### src/rtl/regfile_wb_arbiter_pkg.sv
// Shared types for the register-file writeback arbiter.
// Request bundle, arbiter state encoding and width constants.
package regfile_wb_arbiter_pkg;

  localparam int REG_IDX_W = 5;
  localparam int XLEN      = 32;

  typedef struct packed {
    logic                 valid;
    logic [REG_IDX_W-1:0] rd;
    logic [XLEN-1:0]      data;
  } wb_req_t;

  typedef enum logic {
    PIPE_PRI = 1'b0,
    LSU_PRI  = 1'b1
  } arb_state_e;

endpackage

### src/rtl/regfile_wb_scoreboard.sv
// Pending-write scoreboard for long-latency destinations.
// Ports: set (issue), clear (retiring lsu write), rs1/rs2 busy lookup.
module wb_scoreboard
  import regfile_wb_arbiter_pkg::*;
#(
  parameter int N_REG = 32
) (
  input  logic                 clk,
  input  logic                 rst,
  input  logic                 set_valid,
  input  logic [REG_IDX_W-1:0] set_rd,
  input  logic                 clr_valid,
  input  logic [REG_IDX_W-1:0] clr_rd,
  input  logic [REG_IDX_W-1:0] rs1_index,
  input  logic [REG_IDX_W-1:0] rs2_index,
  output logic                 rs1_busy,
  output logic                 rs2_busy
);

  logic [N_REG-1:0] pending_q;
  logic [N_REG-1:0] pending_d;

  always_comb begin
    pending_d = pending_q;
    if (clr_valid)
      pending_d[clr_rd] = 1'b0;
    // A new issue to the retiring register keeps it outstanding.
    if (set_valid && set_rd != '0)
      pending_d[set_rd] = 1'b1;
    pending_d[0] = 1'b0;
  end

  always_ff @(posedge clk or posedge rst) begin
    if (rst)
      pending_q <= '0;
    else
      pending_q <= pending_d;
  end

  assign rs1_busy = (rs1_index != '0) && pending_q[rs1_index];
  assign rs2_busy = (rs2_index != '0) && pending_q[rs2_index];

endmodule

### src/rtl/regfile_wb_arbiter.sv
// Arbitrates pipe and lsu writebacks onto one register-file write port.
// Ports: pipe/lsu valid-ready requests, issue marking, rs lookups, wb port.
module regfile_wb_arbiter
  import regfile_wb_arbiter_pkg::*;
#(
  parameter int STARVE_LIMIT = 4,
  parameter int N_REG        = 32
) (
  input  logic                 clk,
  input  logic                 rst,
  input  logic                 pipe_valid,
  input  logic [REG_IDX_W-1:0] pipe_rd,
  input  logic [XLEN-1:0]      pipe_data,
  output logic                 pipe_ready,
  input  logic                 lsu_valid,
  input  logic [REG_IDX_W-1:0] lsu_rd,
  input  logic [XLEN-1:0]      lsu_data,
  output logic                 lsu_ready,
  input  logic                 issue_valid,
  input  logic [REG_IDX_W-1:0] issue_rd,
  input  logic [REG_IDX_W-1:0] rs1_index,
  input  logic [REG_IDX_W-1:0] rs2_index,
  output logic                 rs1_busy,
  output logic                 rs2_busy,
  output logic                 wb_en,
  output logic [REG_IDX_W-1:0] wb_rd,
  output logic [XLEN-1:0]      wb_data
);

  localparam logic [3:0] LIM_M1 = 4'(STARVE_LIMIT - 1);

  arb_state_e state_q, state_d;
  logic [3:0] starve_q, starve_d;
  wb_req_t    wb_q, wb_d;
  logic       wb_lsu_q, wb_lsu_d;
  logic       pipe_gnt, lsu_gnt;

  always_comb begin
    pipe_gnt = 1'b0;
    lsu_gnt  = 1'b0;
    unique case (state_q)
      PIPE_PRI: begin
        pipe_gnt = pipe_valid;
        lsu_gnt  = lsu_valid && !pipe_valid;
      end
      LSU_PRI: begin
        lsu_gnt  = lsu_valid;
        pipe_gnt = pipe_valid && !lsu_valid;
      end
      default: ;
    endcase
  end

  always_comb begin
    state_d  = state_q;
    starve_d = starve_q;
    if (lsu_gnt || !lsu_valid)
      starve_d = '0;
    else if (state_q == PIPE_PRI)
      starve_d = starve_q + 4'd1;
    if (state_q == PIPE_PRI) begin
      if (lsu_valid && !lsu_gnt && starve_q == LIM_M1)
        state_d = LSU_PRI;
    end else if (lsu_gnt || !lsu_valid) begin
      state_d = PIPE_PRI;
    end
  end

  // rd/data hold when idle; rd==0 grants stage but never enable.
  always_comb begin
    wb_d       = wb_q;
    wb_d.valid = 1'b0;
    wb_lsu_d   = 1'b0;
    if (pipe_gnt) begin
      wb_d.valid = pipe_rd != '0;
      wb_d.rd    = pipe_rd;
      wb_d.data  = pipe_data;
    end else if (lsu_gnt) begin
      wb_d.valid = lsu_rd != '0;
      wb_d.rd    = lsu_rd;
      wb_d.data  = lsu_data;
      wb_lsu_d   = 1'b1;
    end
  end

  always_ff @(posedge clk or posedge rst) begin
    if (rst) begin
      state_q  <= PIPE_PRI;
      starve_q <= '0;
      wb_q     <= '0;
      wb_lsu_q <= 1'b0;
    end else begin
      state_q  <= state_d;
      starve_q <= starve_d;
      wb_q     <= wb_d;
      wb_lsu_q <= wb_lsu_d;
    end
  end

  wb_scoreboard #(.N_REG(N_REG)) u_sb (
    .clk       (clk),
    .rst       (rst),
    .set_valid (issue_valid),
    .set_rd    (issue_rd),
    .clr_valid (wb_q.valid && wb_lsu_q),
    .clr_rd    (wb_q.rd),
    .rs1_index (rs1_index),
    .rs2_index (rs2_index),
    .rs1_busy  (rs1_busy),
    .rs2_busy  (rs2_busy)
  );

  assign pipe_ready = pipe_gnt;
  assign lsu_ready  = lsu_gnt;
  assign wb_en      = wb_q.valid;
  assign wb_rd      = wb_q.rd;
  assign wb_data    = wb_q.data;

endmodule

### config.mk
export PLATFORM = sky130hd
export DESIGN_NAME = regfile_wb_arbiter
export DESIGN_NICKNAME = d
export VERILOG_FILES = /design/src/rtl/regfile_wb_arbiter_pkg.sv /design/src/rtl/regfile_wb_scoreboard.sv /design/src/rtl/regfile_wb_arbiter.sv
export SDC_FILE = /design/constraint.sdc
export NUM_CORES = 1
export LEC_CHECK = 0
export BUFFER_PORTS_ARGS = -buffer_cell sky130_fd_sc_hd__buf_2
export CAP_MARGIN = 20
export CORE_ASPECT_RATIO = 1.5
export CORE_MARGIN = 8
export CORE_UTILIZATION = 40
export CTS_CLUSTER_SIZE = 30
export DETAILED_ROUTE_END_ITERATION = 12
export HOLD_SLACK_MARGIN = 0.12
export PLACE_DENSITY_LB_ADDON = 0.12
export SYNTH_ARGS = -nofsm -noshare
export SYNTH_HDL_FRONTEND = slang
export SYNTH_SLANG_ARGS = --single-unit
### constraint.sdc
create_clock -name clk -period 2.9 [get_ports clk]
set_clock_uncertainty 0.15 [all_clocks]
set_input_delay 0.58 -clock clk [delete_from_list [all_inputs] [get_ports clk]]
set_output_delay 0.58 -clock clk [all_outputs]
set_load 0.01 [all_outputs]
==> reports/results.ini <==
[cts]
cts_tree = done
htree_levels = 3
post_cts_buffers = 0
clock-sinks = 75
post_cts_resize_count = 0
clk_pin_slew_ns = 0.06
root_buffer = clkbuf_16
cts_hold_buf = 0
cts_buffer_depth = 2
clock_latency_ns = 0.33
cts_made_buffers = 9

[yosys]
syn_avg_cell_area_um2 = 9.51
synth-edff-count = 0
netlist_area_um2 = 4110
synth_top_flop_cell = dfrtp_1
async_flop_share_pct = 100
synth_nets = 527
ys_ff_latch = 75
yosysWarnings = 0
ys_seq_area_share_pct = 45.7
synth.distinct_cells = 37
synthCells = 432

[die]
core_um2 = 10100
start_util_pct = 40.7
num_rows = 45
ios = 136
die_h_um = 140
die_area_um2 = 13800
die_x_um = 98.7

[timing]
slew_viol_final = 0
layout_min_cycle_time_ns = 2.71
hold_viol_final = 0
fin_tns_setup_ns = 0
worstMarginPinSlew_ns = 0.522
setup_viol = 0
rsz0062_at_grt = false
fin_crit_sh_pct = 93.4
relSlewSlack_pct = 64.3
fmax_mhz = 369

[power_and_ir_drop]
ir_worst_vdd_mv = 0.339
power_density_nw_per_um2 = 574
power_leakage_nw = 2.30

[global_routing]
grt_max_degree = 53
gr-total-overflow = 0
antenna_found_initial = 0
track_usage_pct = 19.1
grt_pass1_vias = 4146
grt_pass1_wl_mm = 21.1

[critical_path]
slowest_delay_ns = 0.51
cp_max_fo = 10
start_kind = input pin
cp_common_cell = buf_2
cp.required_ns = 2.17
r2r_start = wb_rd[3]
worstPathArrival_ns = 1.98
cp-end-kind = output port
r2r_slack_ns = 1.25
slowest_stage = a2111oi_1
crit_buf_inv = 3
cp_top_family = compound AO/OA/AOI/OAI gates
critical_path_class = input pin to output port
r2r-end = u_sb.pending_q[7]
ff2ff_path_depth = 3
path_cells = buf_2 -> mux4_2 -> inv_1 -> a2111oi_1 -> a41oi_1 -> nand3_1 -> buf_2

[cells_and_area]
final_cell_mix = buf_2 (135), nor2_1 (85), dfrtp_1 (75), o21ai_0 (64), mux2_2 (39)
final_cell_area_um2 = 5170
final_common_cell = buf_2
nNetsFinal = 660
diodes = 0
area_delta_synth_final_pct = 26.0
drive_gt1_share_pct = 35.6

[place]
gp_congestion = 0.860
hpwl_mm = 9.89
place_area_um2 = 4900
io_buffers = 135

[drt]
route.detailed.drc = 0
vias = 3944
wirelength_mm = 13.0
dr.pass1.iters = 5
first_iter_violations = 137
antenna_left = 0
vias_per_cell = 5.74
avgRoutedWirePerCell_um = 18.9

[run_status]
status = complete, no violations

[run]
maxCapViolCount = 0

[hold_path]
hold_class = input pin to asynchronous set/reset pin

## through the flow
| step | util, % | hold WS [ns] | worst slack, ns | power [mW] | cells |
|---|---|---|---|---|---|
| 2_1_floorplan | - | 0.283 | 0.260 | 1.68 | 432 |
| 3_5_place_dp | 48.6 | 0.309 | 0.221 | 1.96 | 671 |
| 5_1_grt | 51.3 | 0.168 | 0.0699 | 3.14 | 687 |
| 3_3_place_gp | 48.6 | 0.306 | 0.246 | 1.95 | 671 |
| 4_1_cts | 51.3 | 0.141 | 0.217 | 3.00 | 687 |
| 6_report | 51.3 | 0.136 | 0.192 | 2.97 | 687 |
## report_power, final
group          switching, mW  leakage, nW  internal (mW)  total (mW)
logic                  0.325         1.33          0.295       0.620
clock network          0.406        0.137          0.624        1.03
registers              0.126        0.825           1.20        1.32
total                  0.856         2.30           2.12        2.97
## area by class of cell
| type | instances | area [µm²] |
|---|---|---|
| Clock inverter | 2 | 10.0 |
| Tap cell | 117 | 146 |
| Sequential cell | 75 | 1880 |
| Fill cell | 956 | 4900 |
| Clock buffer | 14 | 264 |
| Inverter | 6 | 22.5 |
| Multi-Input combinational cell | 328 | 2090 |
| Timing Repair Buffer | 145 | 763 |
## state kept, by name (all words and copies together) (netlist names)
| register | flops |
|---|---|
| starve_q | 4 |
| state_q | 1 |
| u_sb.pending_q | 31 |
| wb_data | 32 |
| wb_en | 1 |
| wb_lsu_q | 1 |
| wb_rd | 5 |
## logic make-up (layout without fill, tap and decap cells)
kind of cell	Yosys count	after routing	synth area share [%]
buffers and inverters	29	167	3.35
AOI/OAI and AO/OA	121	121	17.4
muxes	59	59	16.2
xor gates and xnor gates	2	2	0.427
adders and majority gates	1	1	0.305
DFF	75	75	45.7
and+or+nand+nor	145	145	16.6
## how the worst max path moves through the flow
stage,startpoint,end,cells after the start
finish,rs1_index[0],rs1_busy,7
global route,rs2_index[0],rs2_busy,8
CTS,rs1_index[0],rs1_busy,7
detailed placement,rs1_index[0],rs1_busy,7
global placement,rs2_index[0],rs2_busy,8
floorplan,rst,starve_q[0],1
## Yosys cell counts (all sizes together) (8+ instances only)
cell / number / share of area (%)
nor2b: 10 / 1.5
mux2i: 18 / 4.4
dfrtp: 75 / 46
o21ai: 64 / 7.8
mux2: 39 / 11
a221oi: 8 / 1.7
nor2: 85 / 7.8
nand3b: 8 / 1.5
o22ai: 37 / 5.6
clkbuf: 13 / 1.2
nand2: 14 / 1.3
buf: 10 / 1.6
## per-layer routing
layer / GRT usage (%) / up-vias / share of wire (%)
met5: 0 / - / 0
met4: 8.37 / 0 / 2.5
met3: 8.04 / 25 / 8.4
met2: 32.2 / 145 / 51
met1: 20.4 / 1928 / 38
li1: - / 1846 / -
Power figures use the tool's default switching activity.
